`config.mk`:
```
export PLATFORM = sky130hd
export DESIGN_NAME = i2c_target_regs
export DESIGN_NICKNAME = d
export VERILOG_FILES = /design/src/rtl/i2c_target_regs.sv
export SDC_FILE = /design/constraint.sdc
export NUM_CORES = 1
export LEC_CHECK = 0
export CORE_ASPECT_RATIO = 2
export CORE_MARGIN = 2
export CORE_UTILIZATION = 45
export DETAILED_ROUTE_END_ITERATION = 8
export REMOVE_ABC_BUFFERS = 1
export SLEW_MARGIN = 20
export SYNTH_ARGS = -nofsm -noshare
export SYNTH_HDL_FRONTEND = slang
export SYNTH_SLANG_ARGS = --single-unit
```
`constraint.sdc`:
```
create_clock -name PCLK -period 3 [get_ports PCLK]
set_input_delay 0.75 -clock PCLK [delete_from_list [all_inputs] [get_ports PCLK]]
set_output_delay 0.75 -clock PCLK [all_outputs]
set_load 0.05 [all_outputs]
```
`src/rtl/i2c_target_regs.sv`:
```
// I2C target with a byte-addressed register file: acknowledges TARGET_ADDR,
// takes a register pointer, then streams writes into or reads out of the file.
module i2c_target_regs #(
  parameter logic [6:0] TARGET_ADDR = 7'h50,
  parameter int         PTR_W       = 4,
  parameter logic [7:0] RESET_DATA  = 8'h00
) (
  input  logic             PCLK,
  input  logic             PRESET,
  input  logic             SCL,
  input  logic             SDA,
  output logic             SDA_ENABLE,
  output logic             BUSY,
  output logic             RX_VALID,
  output logic [PTR_W-1:0] RX_ADDR,
  output logic [7:0]       RX_DATA
);

  localparam int DEPTH = 2 ** PTR_W;

  typedef enum logic [3:0] {
    IDLE, ADDR, ADDR_ACK, PTR, WDATA, WACK, RDATA, RACK, IGNORE
  } state_t;

  logic [1:0]       scl_sync_reg, sda_sync_reg;
  logic             scl_hist_reg, sda_hist_reg;
  logic             scl_s, sda_s;
  logic             scl_rise, scl_fall, scl_edge, start_det, stop_det;

  state_t           state_reg, state_next;
  logic [2:0]       bit_cnt_reg, bit_cnt_next;
  logic [7:0]       shift_reg, shift_next;
  logic [7:0]       tx_reg, tx_next;
  logic [PTR_W-1:0] ptr_reg, ptr_next;
  logic             ack_on_reg, ack_on_next;
  logic             rw_reg, rw_next;
  logic             rack_ok_reg, rack_ok_next;
  logic             drive_reg, drive_next;
  logic             sda_en_reg;
  logic             busy_reg, busy_next;
  logic             rx_valid_reg, rx_valid_next;
  logic [PTR_W-1:0] rx_addr_reg, rx_addr_next;
  logic [7:0]       rx_data_reg, rx_data_next;
  logic [7:0]       shifted;
  logic             wr_en;

  logic [7:0]       mem_reg [DEPTH];
  logic [7:0]       rd_data_reg;

  // Two-stage synchronizers plus one history stage per line.
  always_ff @(posedge PCLK) begin
    if (PRESET) begin
      scl_sync_reg <= 2'b11;
      sda_sync_reg <= 2'b11;
      scl_hist_reg <= 1'b1;
      sda_hist_reg <= 1'b1;
    end else begin
      scl_sync_reg <= {scl_sync_reg[0], SCL};
      sda_sync_reg <= {sda_sync_reg[0], SDA};
      scl_hist_reg <= scl_sync_reg[1];
      sda_hist_reg <= sda_sync_reg[1];
    end
  end

  assign scl_s    = scl_sync_reg[1];
  assign sda_s    = sda_sync_reg[1];
  assign scl_rise = scl_s & ~scl_hist_reg;
  assign scl_fall = ~scl_s & scl_hist_reg;
  assign scl_edge = scl_s ^ scl_hist_reg;
  // An SCL edge in the same sample masks any SDA change.
  assign start_det = ~scl_edge & scl_s & scl_hist_reg & sda_hist_reg & ~sda_s;
  assign stop_det  = ~scl_edge & scl_s & scl_hist_reg & ~sda_hist_reg & sda_s;
  assign shifted   = {shift_reg[6:0], sda_s};

  always_ff @(posedge PCLK) begin
    if (PRESET) begin
      state_reg    <= IDLE;
      bit_cnt_reg  <= 3'd0;
      shift_reg    <= 8'd0;
      tx_reg       <= 8'd0;
      ptr_reg      <= '0;
      ack_on_reg   <= 1'b0;
      rw_reg       <= 1'b0;
      rack_ok_reg  <= 1'b0;
      drive_reg    <= 1'b0;
      sda_en_reg   <= 1'b0;
      busy_reg     <= 1'b0;
      rx_valid_reg <= 1'b0;
      rx_addr_reg  <= '0;
      rx_data_reg  <= 8'd0;
    end else begin
      state_reg    <= state_next;
      bit_cnt_reg  <= bit_cnt_next;
      shift_reg    <= shift_next;
      tx_reg       <= tx_next;
      ptr_reg      <= ptr_next;
      ack_on_reg   <= ack_on_next;
      rw_reg       <= rw_next;
      rack_ok_reg  <= rack_ok_next;
      drive_reg    <= drive_next;
      sda_en_reg   <= drive_reg;
      busy_reg     <= busy_next;
      rx_valid_reg <= rx_valid_next;
      rx_addr_reg  <= rx_addr_next;
      rx_data_reg  <= rx_data_next;
    end
  end

  always_comb begin
    state_next    = state_reg;
    bit_cnt_next  = bit_cnt_reg;
    shift_next    = shift_reg;
    tx_next       = tx_reg;
    ptr_next      = ptr_reg;
    ack_on_next   = ack_on_reg;
    rw_next       = rw_reg;
    rack_ok_next  = rack_ok_reg;
    drive_next    = drive_reg;
    busy_next     = busy_reg;
    rx_valid_next = 1'b0;
    rx_addr_next  = rx_addr_reg;
    rx_data_next  = rx_data_reg;
    wr_en         = 1'b0;

    if (start_det) begin
      state_next   = ADDR;
      bit_cnt_next = 3'd0;
      ack_on_next  = 1'b0;
      rack_ok_next = 1'b0;
      drive_next   = 1'b0;
    end else if (stop_det) begin
      state_next   = IDLE;
      drive_next   = 1'b0;
      busy_next    = 1'b0;
      ack_on_next  = 1'b0;
      rack_ok_next = 1'b0;
    end else begin
      case (state_reg)
        ADDR: begin
          if (scl_rise) begin
            shift_next   = shifted;
            bit_cnt_next = bit_cnt_reg + 3'd1;
            if (bit_cnt_reg == 3'd7) begin
              rw_next = sda_s;
              if (shifted[7:1] == TARGET_ADDR) begin
                busy_next   = 1'b1;
                ack_on_next = 1'b0;
                state_next  = ADDR_ACK;
              end else begin
                busy_next  = 1'b0;
                state_next = IGNORE;
              end
            end
          end
        end
        ADDR_ACK: begin
          // First fall starts the ACK, the second ends it.
          if (scl_fall) begin
            if (!ack_on_reg) begin
              drive_next  = 1'b1;
              ack_on_next = 1'b1;
            end else begin
              ack_on_next  = 1'b0;
              bit_cnt_next = 3'd0;
              if (rw_reg) begin
                state_next = RDATA;
                tx_next    = rd_data_reg;
                drive_next = ~rd_data_reg[7];
              end else begin
                state_next = PTR;
                drive_next = 1'b0;
              end
            end
          end
        end
        PTR: begin
          if (scl_rise) begin
            shift_next   = shifted;
            bit_cnt_next = bit_cnt_reg + 3'd1;
            if (bit_cnt_reg == 3'd7) begin
              ptr_next    = shifted[PTR_W-1:0];
              ack_on_next = 1'b0;
              state_next  = WACK;
            end
          end
        end
        WDATA: begin
          if (scl_rise) begin
            shift_next   = shifted;
            bit_cnt_next = bit_cnt_reg + 3'd1;
            if (bit_cnt_reg == 3'd7) begin
              wr_en         = 1'b1;
              rx_valid_next = 1'b1;
              rx_addr_next  = ptr_reg;
              rx_data_next  = shifted;
              ptr_next      = ptr_reg + 1'b1;
              ack_on_next   = 1'b0;
              state_next    = WACK;
            end
          end
        end
        WACK: begin
          if (scl_fall) begin
            if (!ack_on_reg) begin
              drive_next  = 1'b1;
              ack_on_next = 1'b1;
            end else begin
              ack_on_next  = 1'b0;
              drive_next   = 1'b0;
              bit_cnt_next = 3'd0;
              state_next   = WDATA;
            end
          end
        end
        RDATA: begin
          if (scl_fall) begin
            if (bit_cnt_reg == 3'd7) begin
              drive_next   = 1'b0;
              bit_cnt_next = 3'd0;
              rack_ok_next = 1'b0;
              state_next   = RACK;
            end else begin
              tx_next      = {tx_reg[6:0], 1'b0};
              drive_next   = ~tx_reg[6];
              bit_cnt_next = bit_cnt_reg + 3'd1;
            end
          end
        end
        RACK: begin
          // The next byte is fetched between the ACK rise and the following fall.
          if (scl_rise) begin
            if (sda_s) begin
              state_next = IGNORE;
            end else begin
              ptr_next     = ptr_reg + 1'b1;
              rack_ok_next = 1'b1;
            end
          end else if (scl_fall && rack_ok_reg) begin
            rack_ok_next = 1'b0;
            tx_next      = rd_data_reg;
            drive_next   = ~rd_data_reg[7];
            bit_cnt_next = 3'd0;
            state_next   = RDATA;
          end
        end
        IGNORE: drive_next = 1'b0;
        default: ;
      endcase
    end
  end

  always_ff @(posedge PCLK) begin
    if (PRESET) begin
      for (int i = 0; i < DEPTH; i++) mem_reg[i] <= RESET_DATA;
      rd_data_reg <= RESET_DATA;
    end else begin
      if (wr_en) mem_reg[ptr_reg] <= shifted;
      rd_data_reg <= mem_reg[ptr_reg];
    end
  end

  assign SDA_ENABLE = sda_en_reg;
  assign BUSY       = busy_reg;
  assign RX_VALID   = rx_valid_reg;
  assign RX_ADDR    = rx_addr_reg;
  assign RX_DATA    = rx_data_reg;

endmodule
```
# == After elaboration in Yosys (flattened, before gate mapping) ==
# Memory sizes are Yosys's and may differ from the RTL's. A register that Yosys moved wholly into a read port is not among the register bits.
# Index checks and enable logic that the tools add are counted.
# W data, S select, Z words.
# classes
addsub,2
n_eq_ne,49
muxes,80
bitwise_logic,18
reduce_logical,30
# ops
operator,n
$mux W4,21
$mux W7,7
$ne A2 B2 Y1 const B,19
$mux W1,36
$ne A4 B4 Y1 const B,8
$reduce_and A13 Y1,2
$mux W3,8
$pmux W4 S6,1
$pmux W7 S3,1
$eq A4 B3 Y1 const B,4
$reduce_and A5 Y1,3
$pmux W3 S4,1
$pmux W4 S3,1
$ne A2 B1 Y1 const B,5
$ne A5 B5 Y1 const B,2
$reduce_and A10 Y1,1
$ne A3 B3 Y1 const B,3
$not A1 Y1,9
$reduce_and A9 Y1,1
$reduce_bool A3 Y1,3
$and A1 B1 Y1,8
$eq A4 B2 Y1 const B,2
$mux W8,1
$ne A4 B1 Y1 const B,2
other kinds (23),30
# word_totals
ff_bits,50
ram_bits,128
in_bits,4
memories,1
# memory_table
name,depth,width,rd,rd_ports_with_merged_regs,wr,line_no,rtl
mem_reg,16,8,1,1,16,47,logic [7:0] mem_reg [DEPTH];

# == Depth between registers and ports, before layout ==
# Gate-level depths: netlist (run 1).
# depth
ltp_word,13
mapped_depth,8

# == Worst setup path before layout (run 1) ==
# OpenSTA, ideal clock, no wires.
# synth_timing
kind,register to register
from,register bit_cnt_reg[0]
to,"memory mem_reg[5][0], enable pin"
arrival_time_ps,1859
path_slack_ps,832
path_stages_with_launch,8
n_path_buf,2
synth_period_minus_slack_ps,2168
cell_sequence,dfxtp_1 > ha_1 > ha_1 > clkbuf_1 > nand4_2 > buf_4 > nor3_2 > or2_2
# synth_lines
element,line_no,rtl
from (decl),31,"logic [2:0] bit_cnt_reg, bit_cnt_next;"
from (signal assigned),93,bit_cnt_reg <= bit_cnt_next;
to (decl),47,

# == Worst setup path after layout (run 1) ==
# layout_timing
from,"register rx_data_reg[1], in the netlist RX_DATA[1]"
to,output RX_DATA[1]
# layout_lines
element,line_no,rtl
from (decl),43,"logic [7:0] rx_data_reg, rx_data_next;"
from (signal assigned),105,rx_data_reg <= rx_data_next;
to (decl),16,output logic [7:0] RX_DATA
# No word-level cell between the ends.

==> metrics list, run 1 <==
* Wire length of the first global-routing pass: 34.1 mm
- Summed over all layers, the global routing overflow is 0.
* Drt wl/cell: 22.4 um
- The share of the Yosys chip area taken by registers is 0.559.
- Final RePlAce weighted congestion: 0.899
- Cells on Worst Hold Path: 1
* First-iteration detailed-routing DRC count: 349
- The synthesized design contains 186 register bits.
* Post-detailed-routing wire length: 22.3 mm
* Portion of total power attributed to the clock network: 0.435
- Yosys printed 0 warnings.
- TritonCTS clock tree: done
- The final hold violation count came to 0.
- Counting along the longest clock path gives a buffer depth of 2.
* NumNets Final: 729
- Mapped Avg Cell Area: 12.6 um^2
- Final cell utilization of the core: 0.507
* Cell at the slowest stage of the critical path: clkdlybuf4s50_1
- Std cell rows: 73
* Max-slew violation total from the final report: 0
- Placed cell count: 962
- Entering global routing, the biggest net connects 38 pins.
- Counting the fill cells in the layout gives 1733.
* CTS HTree Levels: 4
* RSZ-0062 raised after global routing: false
- Counting I/O delays and the setup requirement, the final critical path takes 2.36 ns.
- Measured against its own limit, the worst slew margin works out to 0.306.
- Final instance count without filler cells: 994
- Dividing total power by cell area gives a power density of 539 nW/um^2.
* Cell internal pwr: 4.21 mW
- Top cell type by total area after synthesis: edfxtp_1
* Antenna violations before repair: 0
- At the pin with the least slew margin, the transition time is 1.04 ns.
* Summed instance area of the synthesized netlist: 8960 um^2
- Core Box Area: 19700 um^2
- For this design the total switching power over the nets is 1.19 mW.
- In the synthesized netlist, the cells that appear most often are edfxtp_1 (128), and2_1 (118), dfxtp_1 (58).
- The clock arrives with 0.00784 ns of skew.
* Switching part of the total: 0.221
- By instance count, the leading cell after synthesis is edfxtp_1.
* Die width: 104 um
- Together, buffers and inverters on the worst path number 1.
- For this design, the CTS-stage hold fixing added 0 buffers.
* P&R area growth vs syn: 11.7%
- Starting density of the core: 0.454
- Number of nets still failing antenna checks after routing: 0
* Kind of end point of the critical path: primary output
* Avg Vias per Cell: 5.57
* Leakage power: 3.41 nW
- Clock net sink count: 186
- CP max stage delay: 0.82 ns
- Clock-pin slew was measured on the worst setup and hold paths at 0.07 ns.
* Post-synth ARST share: 0
- Total die area: 21100 um^2
* Synth cell types: 62
- The startpoint identified for the worst register-to-register timing path is bit_cnt_reg[0].
* Sequential cell fraction of total power: 0.532
- The repair_antennas step left the layout with diodes totalling 0.
- Count of maximum capacitance violations: 0
- Post-CTS setup buffer count: 0
* Cell Chain, Critical Path: clkdlybuf4s50_1
* Period Utilization, post-route: 0.785
* Post-detail-place hpwl: 16.1 mm
- Logic gate share of total power: 0.032
- The clock reaches the later pin of the worst-skew pair after 0.43 ns.
- At the worst endpoint, the required time is 2.25 ns.
- Top delay family on crit path: buffers and inverters
* Clock root buffer master: clkbuf_16
- Status: complete, no violations
- TritonCTS created 17 clock buffers.
* Cell types with the largest area share after synthesis: edfxtp_1 (43%), dfxtp_1 (13%), mux4_2 (9.1%)
* Overall track demand over capacity in global routing: 0.222
- Post-synthesis instance total: 710
- DRC viols: 0
- Across all register-to-register paths, the minimum setup slack is 0.77 ns.
- Setup violations remaining at the end of the flow were counted as 0.
- The startpoint identified for the worst hold timing path is sda_sync_reg[0].
* Most instantiated flip-flop cell in the synthesis netlist: edfxtp_1
- Cells on worst reg2reg path: 6
- Hold endpoint: sda_sync_reg[1]
- Data arrival time of the worst path: 1.61 ns
* Vias after detailed routing: 5535
- Post-synth EDFFs: 128
- I/O pin count: 19
* Crit-path max FO: 2
- In this run the critical register-to-register path is captured at mem_reg[3][1].
* Quantity of gates resized following cts: 0
* Worst VDD drop: 396 uV
* Startpoint class of the critical path: register
- Highest achievable clock rate: 424 MHz
- Share of final-layout standard cells stronger than drive strength 1: 0.197
- Critical setup path kind: register to primary output
* Fin area: 10000 um^2
- The worst hold path belongs to the class register to register.
- The first detailed-routing pass ran for 5 iterations.
- Number of flip-flops under the largest register name: 128
* Portion of synthesized cell area occupied by the leading cell type: 0.429
- The placed instances occupy a cell area of 9370 um^2.
- The die is 204 um tall.
- During placement, the flow inserted port buffers numbering 18.
- Via count of the first global-routing pass: 5762
==> per-stage QoR <==
step	setup WS (ns)	hold WS [ns]	power, mW	setup TNS [ns]
floorplan	-0.0114	0.389	3.01	-0.381
global placement	0.634	0.400	3.10	0
detailed placement	0.562	0.404	3.11	0
CTS	0.620	0.435	5.42	0
global route	0.566	0.447	5.54	0
finish	0.644	0.427	5.40	0
==> layout by cell type (no fill, tap or decap), types with 4 or more instances in the layout <==
cell type        instances
a21oi_1                 29
nor2b_1                 15
a211oi_1                 7
inv_1                    9
nor3b_1                  4
clkbuf_16               19
mux2i_1                 23
a21o_1                   6
mux4_1                   4
nand2b_1                16
and2_1                 118
mux4_2                  36
o21ai_0                 10
nor4_1                  12
a211o_1                  4
nor3_2                  12
nor2_1                  27
clkdlybuf4s50_1         17
ha_1                     6
nand2_1                 46
edfxtp_1               128
inv_8                    5
dfxtp_1                 57
or2_2                   24
nand3_1                  5
buf_4                   28
nor3_1                   8
==> cells by family after synthesis <==
kind of cell,Yosys count,synth area share
DFF,186,0.559
and+or+nand+nor,310,0.207
buffers and inverters,66,0.0393
AOI/OAI and AO/OA,78,0.0576
adders and majority gates,6,0.00838
xor gates and xnor gates,1,0.000978
muxes,63,0.128
==> worst max-delay path by stage <==
| stage | startpoint | cells after the start | end |
|---|---|---|---|
| final | RX_DATA[1] | 1 | RX_DATA[1] |
| after global routing | RX_ADDR[3] | 1 | RX_ADDR[3] |
| after CTS | RX_ADDR[3] | 1 | RX_ADDR[3] |
| after detailed placement | PRESET | 4 | mem_reg[3][6] |
| after global placement | PRESET | 4 | mem_reg[4][0] |
| after floorplan | state_reg[2] | 4 | mem_reg[1][0] |
==> layout make-up <==
cell class	count	area, um^2	share of cell area
clock inverters	12	144	0.0144
inverters	9	33.8	0.00338
flip-flops and latches	186	5010	0.500
repair buffers	47	405	0.0405
multi-input cells	458	3600	0.360
well taps	262	328	0.0328
clock buffers	20	489	0.0489
==> per-layer routing <==
| metal | part of all wire | global-route usage | vias up |
|---|---|---|---|
| met4 | 0.047 | 0.118 | 0 |
| met5 | 0 | 0 | - |
| met3 | 0.022 | 0.0332 | 43 |
| met2 | 0.60 | 0.450 | 117 |
| li1 | - | - | 2589 |
| met1 | 0.33 | 0.207 | 2786 |
==> power groups by stage <==
stage	logic [mW]	registers, mW	clock network (mW)
6_report	0.175	2.87	2.35
5_1_grt	0.186	2.88	2.48
4_1_cts	0.176	2.87	2.37
3_5_place_dp	0.175	2.93	0
3_3_place_gp	0.171	2.93	0
2_1_floorplan	0.106	2.90	0
No activity file was read; power rests on OpenSTA's default activity.
==> run 2, diff against run 1 <==
- clock period: 3 -> 2 ns (I/O delays scaled with it)
==> run 2 against run 1 <==
Total power up 49%. Routed wire length up 2.8%. Register-to-register slack worse by 0.75 ns. Combinational power up 67%. Worst setup slack worse by 0.62 ns. Sequential share of layout area down 2.2 points. Largest cell class unchanged. Largest power group unchanged.
==> metrics list, run 2 (synthesis gave the netlist of run 1 again) <==
* Largest net degree at the start of global routing: 40 (+5.3%)
- Final count of hold timing violations: 0 (unchanged)
* Period Utilization, post-route: 0.989
* Max-slew violation total from the final report: 0 (unchanged)
- The final cell utilization of the core is 0.531 (+0.0239).
- The global-route wire length before repair is 35.0 mm (+2.6%).
- The area growth from synthesis to layout is 17.0%.
- The global routing stage identified its most utilized layer as met2.
* Fill cell instance count of the final layout: 1737 (+0.23%)
* Number of flip-flops under the largest register name: 128 (unchanged)
- STA classifies the critical path startpoint as a register.
- Share of final-layout standard cells stronger than drive strength 1: 0.258 (+0.0617)
* Vias after detailed routing: 5755 (+4.0%)
- Worst slew margin: 0.562 (+0.256)
- The peak supply drop came to 541 uV (+37%).
- Post-detailed-routing wire length: 22.9 mm (+2.8%)
- Clock root buffer master: clkbuf_16
- The met1 routing resource usage after global routing was 0.212 (+0.00435).
- Area of the multi-input gates: 3690 um^2 (+2.4%)
* Avg Vias per Cell: 5.56 (-0.24%)
* Core Box Area: 19700 um^2 (unchanged)
- Total global routing overflow: 0 (unchanged)
- The critical path goes through buf_12 -> mux4_2 -> mux4_2 -> nor2b_1.
- Clock net sink count: 186 (unchanged)
- Most Frequent Cell on Critical Path: mux4_2
* Number of nets still failing antenna checks after routing: 0 (unchanged)
- Std cell rows: 73 (unchanged)
- Worst slew pin tran: 0.657 ns (-0.383 ns)
- The number of port buffers is 18 (unchanged).
* Crit-path max FO: 17 (+15)
* Post-detail-place hpwl: 17.0 mm (+5.6%)
- Status: complete, no violations
- Count of maximum capacitance violations: 0 (unchanged)
* Top delay family on crit path: multiplexers
* Clock Pin Slew Worst Setup and Hold Paths: 0.07 ns (about the same)
- I/O pin count: 19 (unchanged)
- The DRC violation total after the first TritonRoute iteration came to 245 (-30%).
- TritonCTS built the clock tree.
- CTS HTree Levels: 4 (unchanged)
- The number of placed cells counting well taps was 1001 (+4.1%).
- DRT Pass-1 Iters: 5 (unchanged)
- The routed length per placed instance was 22.1 um (-1.3%).
* Data arrival time of the worst path: 2.31 ns (+0.70 ns)
* Setup Total Neg Slack: 0 ns (unchanged)
- NumNets Final: 771 (+5.8%)
- Cts hold-fix bufs: 0 (unchanged)
* RSZ-0062 raised after global routing: false
- The library cell used most frequently in the layout, excluding fill and tap cells, is edfxtp_1.
- The required time reported for the critical path endpoint is 2.33 ns (+0.08 ns).
* Critical setup path kind: register to register
- Most frequent cells in the layout: edfxtp_1 (128), and2_1 (118), buf_4 (71)
* Final instance count without filler cells: 1036 (+4.2%)
- Met2 Track Usage GR: 0.462 (+0.0128)
* Cell at the slowest stage of the critical path: mux4_2
* FF+latch area: 5010 um^2 (about the same)
- Die Y: 204 um (unchanged)
- Total die area: 21100 um^2 (unchanged)
- The die boundary width is 104 um (unchanged).
- The final count of negative-setup-slack endpoints is 0 (unchanged).
* Kind of end point of the critical path: register
* Maximum number of buffers from clock root to sink: 2 (unchanged)
- Via count of the first global-routing pass: 5994 (+4.0%)
- The power per standard cell area is 767 nW/um^2 (+42%).
* CP max stage delay: 0.62 ns (-0.20 ns)
- Antenna fix cells: 0 (unchanged)
* Worst hold path class: register to register
- The post-route DRC violation count was 0 (unchanged).
* Leakage power: 3.73 nW (+9.5%)
* Number of buffers and inverters on the critical path: 1 (unchanged)
- Timing would allow up to 506 MHz.
- The clock skew was 0.00720 ns (-0.000638 ns).
- Clock period minus worst slack: 1.98 ns
- The total CTS buffers came to 17 (unchanged).
* Final RePlAce weighted congestion: 0.978 (+8.8%)
* Antenna violations before repair: 0 (unchanged)
- The total routing usage reported by global routing is 0.227 (+0.00498).
- The initial standard-cell utilization of the core is 0.454 (unchanged).
- Global routing usage on met3: 0.0377 (+0.00447)
- Clock insertion delay at the later pin of the skew report: 0.44 ns (about the same)
==> run 2: cell count changes in the layout (fill, tap and decap cells not counted), moves of 3 or more <==
| cell | delta |
|---|---|
| or2_2 | -7 |
| nor3_4 | +4 |
| buf_4 | +43 |
| clkbuf_1 | +5 |
| buf_12 | +10 |
| or2_4 | +7 |
| nor3_2 | -4 |
| inv_8 | -5 |
| nand2b_1 | -3 |
| clkdlybuf4s50_1 | -15 |
| dlygate4sd2_1 | +3 |
==> run 2: area by class of cell <==
cell class,count,share of cell area
clock buffers,28,0.0535
clock inverters,4,0.00466
inverters,9,0.00322
multi-input cells,458,0.352
flip-flops and latches,186,0.478
well taps,262,0.0313
repair buffers,89,0.0775
==> run 2: per-layer routing <==
metal	up-vias	routed length, um
met5	-	0
met4	0	1000
met1	2924	7560
met2	113	13800
li1	2676	-
met3	42	599
==> run 2: report_power, final <==
group          switching [mW]  internal (mW)
Combinational           0.171          0.121
Clock                    1.41           2.04
Sequential             0.0523           4.24
==> run 2: worst register-to-register path, stage by stage (launching register included) <==
cell and delay (ns):
dfxtp_2 0.41, buf_12 0.19, mux4_2 0.63, mux4_2 0.50
nor2b_1 0.14
==> run 2: timing repair <==
action,in CTS,in global routing
cloned,0,0
setup endpoints to repair,112,109
setup buffers,0,3
resized for setup,11,13
pin swaps,2,5
==> run 2: per-stage QoR <==
stage | total power, mW | hold slack [ns] | area, um^2 | worst slack (ns)
6_report | 8.04 | 0.416 | 10500 | 0.0221
5_1_grt | 8.25 | 0.433 | 10500 | 0.000284
4_1_cts | 8.08 | 0.423 | 10400 | 0.00548
3_5_place_dp | 4.67 | 0.408 | 9760 | -0.173
3_3_place_gp | 4.66 | 0.399 | 9760 | -0.133
2_1_floorplan | 4.51 | 0.389 | 8640 | -1.01
==> run 2: path summary, 6_finish.rpt <==
kind                                       from               to  slack [ns]  cells past startpoint
worst max-delay path                 ptr_reg[0]   rd_data_reg[4]        0.02                      4
worst min-delay path            sda_sync_reg[0]  sda_sync_reg[1]        0.42                      1
worst max register to register       ptr_reg[0]   rd_data_reg[4]        0.02                      4
worst min register to register  sda_sync_reg[0]  sda_sync_reg[1]        0.42                      1
==> run 3, diff against run 2 <==
- CORE_UTILIZATION: 45 -> 56
- PLACE_DENSITY: default -> 0.76
==> run 3 against run 2 <==
Global-route usage is 4.3 points higher. Clock power is 4% lower. Clock-buffer cell count is 6 lower. Worst setup slack better by 0.020 ns. Utilization is 12 points higher. Critical path depth is 3 higher. Flip-flop and latch count stayed put. Die area is 19% lower. Via count is 1.0% higher. Routed wire length is 4.6% lower. Maximum frequency is 1.0% higher. Combinational power hardly changed. Critical path type unchanged. Critical endpoint is now drive_reg.
==> metrics list, run 3 (synthesis gave the netlist of run 1 again) <==
- Status: complete, no violations
- The post-route cell area was 10300 um^2 (-1.8%).
* Starting density of the core: 0.571 (+0.117)
* Most frequent cells in the layout: edfxtp_1 (128), and2_1 (118), buf_4 (81)
- Worst VDD drop: 597 uV (+10%)
- Leakage power: 3.64 nW (-2.3%)
* Kind of end point of the critical path: register
- The final count of pins violating max slew came to 0 (unchanged).
- Final RePlAce weighted congestion: 0.927 (-5.2%)
- Die Y: 183 um (-10%)
- The number of global-route vias before repair is 6039 (+0.75%).
- Maximum number of buffers from clock root to sink: 2 (unchanged)
- Highest achievable clock rate: 511 MHz (+1.0%)
- The post-route DRC violation count is 0 (unchanged).
- Clock period minus worst slack: 1.96 ns (-0.0197 ns)
* Largest net degree at the start of global routing: 30 (-25%)
* TritonCTS clock tree: done
- The total routing usage reported by global routing is 0.269 (+0.0427).
* Data required time at the worst endpoint: 2.37 ns (+0.04 ns)
* Avg Vias per Cell: 5.95 (+7.1%)
- Number of flip-flops under the largest register name: 128 (unchanged)
- The largest stage delay on the critical path is 0.42 ns (-0.20 ns).
- Switching part of the total: 0.213 (+0.00985)
- The die boundary width was 93.4 um (-10%).
- First-iteration detailed-routing DRC count: 359 (+47%)
- Worst Setup Slack post-DPL: -0.0301 ns (+0.143 ns)
- Portion of total power attributed to the clock network: 0.420 (-0.009)
* Critical setup path kind: register to register
- Among all stages on the critical path, the largest delay is contributed by or4_4.
- Worst slew pin tran: 0.544 ns (-0.113 ns)
- Cell internal pwr: 6.23 mW (-2.8%)
* Logic gate share of total power: 0.037 (about the same)
- The endpoint arrival time on the critical path was 2.33 ns (+0.02 ns).
* Worst slew margin: 0.632 (+0.0703)
- The power per standard cell area is 769 nW/um^2 (+0.26%).
- Share of final-layout standard cells stronger than drive strength 1: 0.271 (+0.0122)
* Drt wl/cell: 22.4 um (+1.2%)
- P&R area growth vs syn: 14.8%
- Clock insertion delay at the later pin of the skew report: 0.44 ns (about the same)
- The number of max-cap violations is 0 (unchanged).
- The final hold violation count came to 0 (unchanged).
* Number of buffers and inverters on the critical path: 1 (unchanged)
- The number of buffers inserted by hold repair at cts is 0 (unchanged).
- The half-perimeter wire length of the detailed placement result came to 16.0 mm (-6.0%).
- The final antenna-violating net count was 0 (unchanged).
- Antenna fix cells: 0 (unchanged)
* Total die area: 17100 um^2 (-19%)
* Fill cell instance count of the final layout: 1161 (-33%)
- The TritonCTS sink count is 186 (unchanged).
- Cell area reported after detailed placement: 9640 um^2 (-1.2%)
- Sequential cell fraction of total power: 0.543 (+0.008)
- PnR worst setup slack: 0.0418 ns (+0.0197 ns)
* Std cell rows: 65 (-11%)
- The sum of negative setup slack came to 0 ns (unchanged).
- The core outline area came to 15700 um^2 (-20%).
- RSZ-0062 raised after global routing: false
- Total global routing overflow: 0 (unchanged)
* Clock root buffer master: clkbuf_16
* Antenna violations before repair: 0 (unchanged)
- The final-stage net count came to 773 (+0.26%).
- The worst setup path is launched from a register.
- The number of port buffers is 18 (unchanged).
- The total CTS buffers was 17 (unchanged).
* DRT Pass-1 Iters: 5 (unchanged)
* Maximum clock skew at final layout: 0.0121 ns (+0.00492 ns)
- Worst setup slack for register-to-register paths: 0.04 ns (+0.02 ns)
- Clock Pin Slew Worst Setup and Hold Paths: 0.07 ns (about the same)
- The sum of internal, switching and leakage power was 7.91 mW (-1.6%).
* Worst hold path class: register to register
- Final instance count without filler cells: 977 (-5.7%)
- Commonest non-fill, non-tap cell in the layout: edfxtp_1
* CTS HTree Levels: 4 (unchanged)
- The largest fanout on the critical path was 7 (-10).
- Top delay family on crit path: simple AND/OR/NAND/NOR gates
- The total I/O pin count was 19 (unchanged).
- Post-detailed-routing wire length: 21.9 mm (-4.6%)
- Placed cell count: 945 (-5.6%)
* Period Utilization, post-route: 0.979 (-0.00987)
- Setup violations, final: 0 (unchanged)
- The critical path goes through ha_1 -> ha_2 -> buf_4 -> nand2b_4 -> or4_4 -> a211o_1 -> a21oi_1.
- Wire length of the first global-routing pass: 33.7 mm (-3.8%)
* Net switching component of the power: 1.68 mW (+3.2%)
- The buffers inserted during post-CTS setup optimization came to 0 (unchanged).
- Vias after detailed routing: 5813 (+1.0%)
run 3: cell count changes in the layout (fill, tap and decap cells not counted), sizes merged:
cell         previous run  this run
dlygate4sd2             3         2
clkbuf                 29        22
bufinv                  1         0
clkinv                  2         5
inv                    10        12
buf                    83        87
clkinvlp                0         2
run 3: worst paths after layout:
path / startpoint / end / cells after the start
max: bit_cnt_reg[0] / drive_reg / 7
min: scl_sync_reg[0] / scl_sync_reg[1] / 1
max reg2reg: bit_cnt_reg[0] / drive_reg / 7
min reg2reg: scl_sync_reg[0] / scl_sync_reg[1] / 1
run 3: cell type report:
class | instances | area (um^2) | share of cell area
multi-input combinational | 458 | 3650 | 0.355
inverter | 9 | 33.8 | 0.00328
timing repair buffer | 91 | 751 | 0.0730
clock buffer | 22 | 519 | 0.0505
tap | 201 | 251 | 0.0245
clock inverter | 10 | 75.1 | 0.00730
sequential | 186 | 5010 | 0.487
run 3: what timing repair did:
item                                    in CTS  in global routing
endpoints found under the setup margin     100                 60
pin swaps                                    2                  0
resized for setup                            6                  9
endpoints found under the hold margin        0                  0
run 3: per-layer routing:
| metal | wire, um | vias up | GRT usage |
|---|---|---|---|
| met5 | 0 | - | 0 |
| met4 | 1100 | 0 | 0.153 |
| met3 | 732 | 57 | 0.0489 |
| met2 | 12600 | 162 | 0.501 |
| met1 | 7470 | 2919 | 0.274 |
| li1 | - | 2675 | - |
run 3: through the flow:
step / hold WS, ns / util
floorplan: 0.389 / -
global route: 0.429 / 0.655
global placement: 0.393 / 0.614
CTS: 0.411 / 0.653
finish: 0.409 / 0.655
detailed placement: 0.396 / 0.614
run 3: power groups by stage:
stage          clock (mW)  combinational [mW]  sequential (mW)
2_1_floorplan           0               0.158             4.35
3_3_place_gp            0               0.277             4.37
3_5_place_dp            0               0.285             4.38
4_1_cts              3.36               0.289             4.30
5_1_grt              3.49               0.308             4.31
6_report             3.32               0.294             4.29
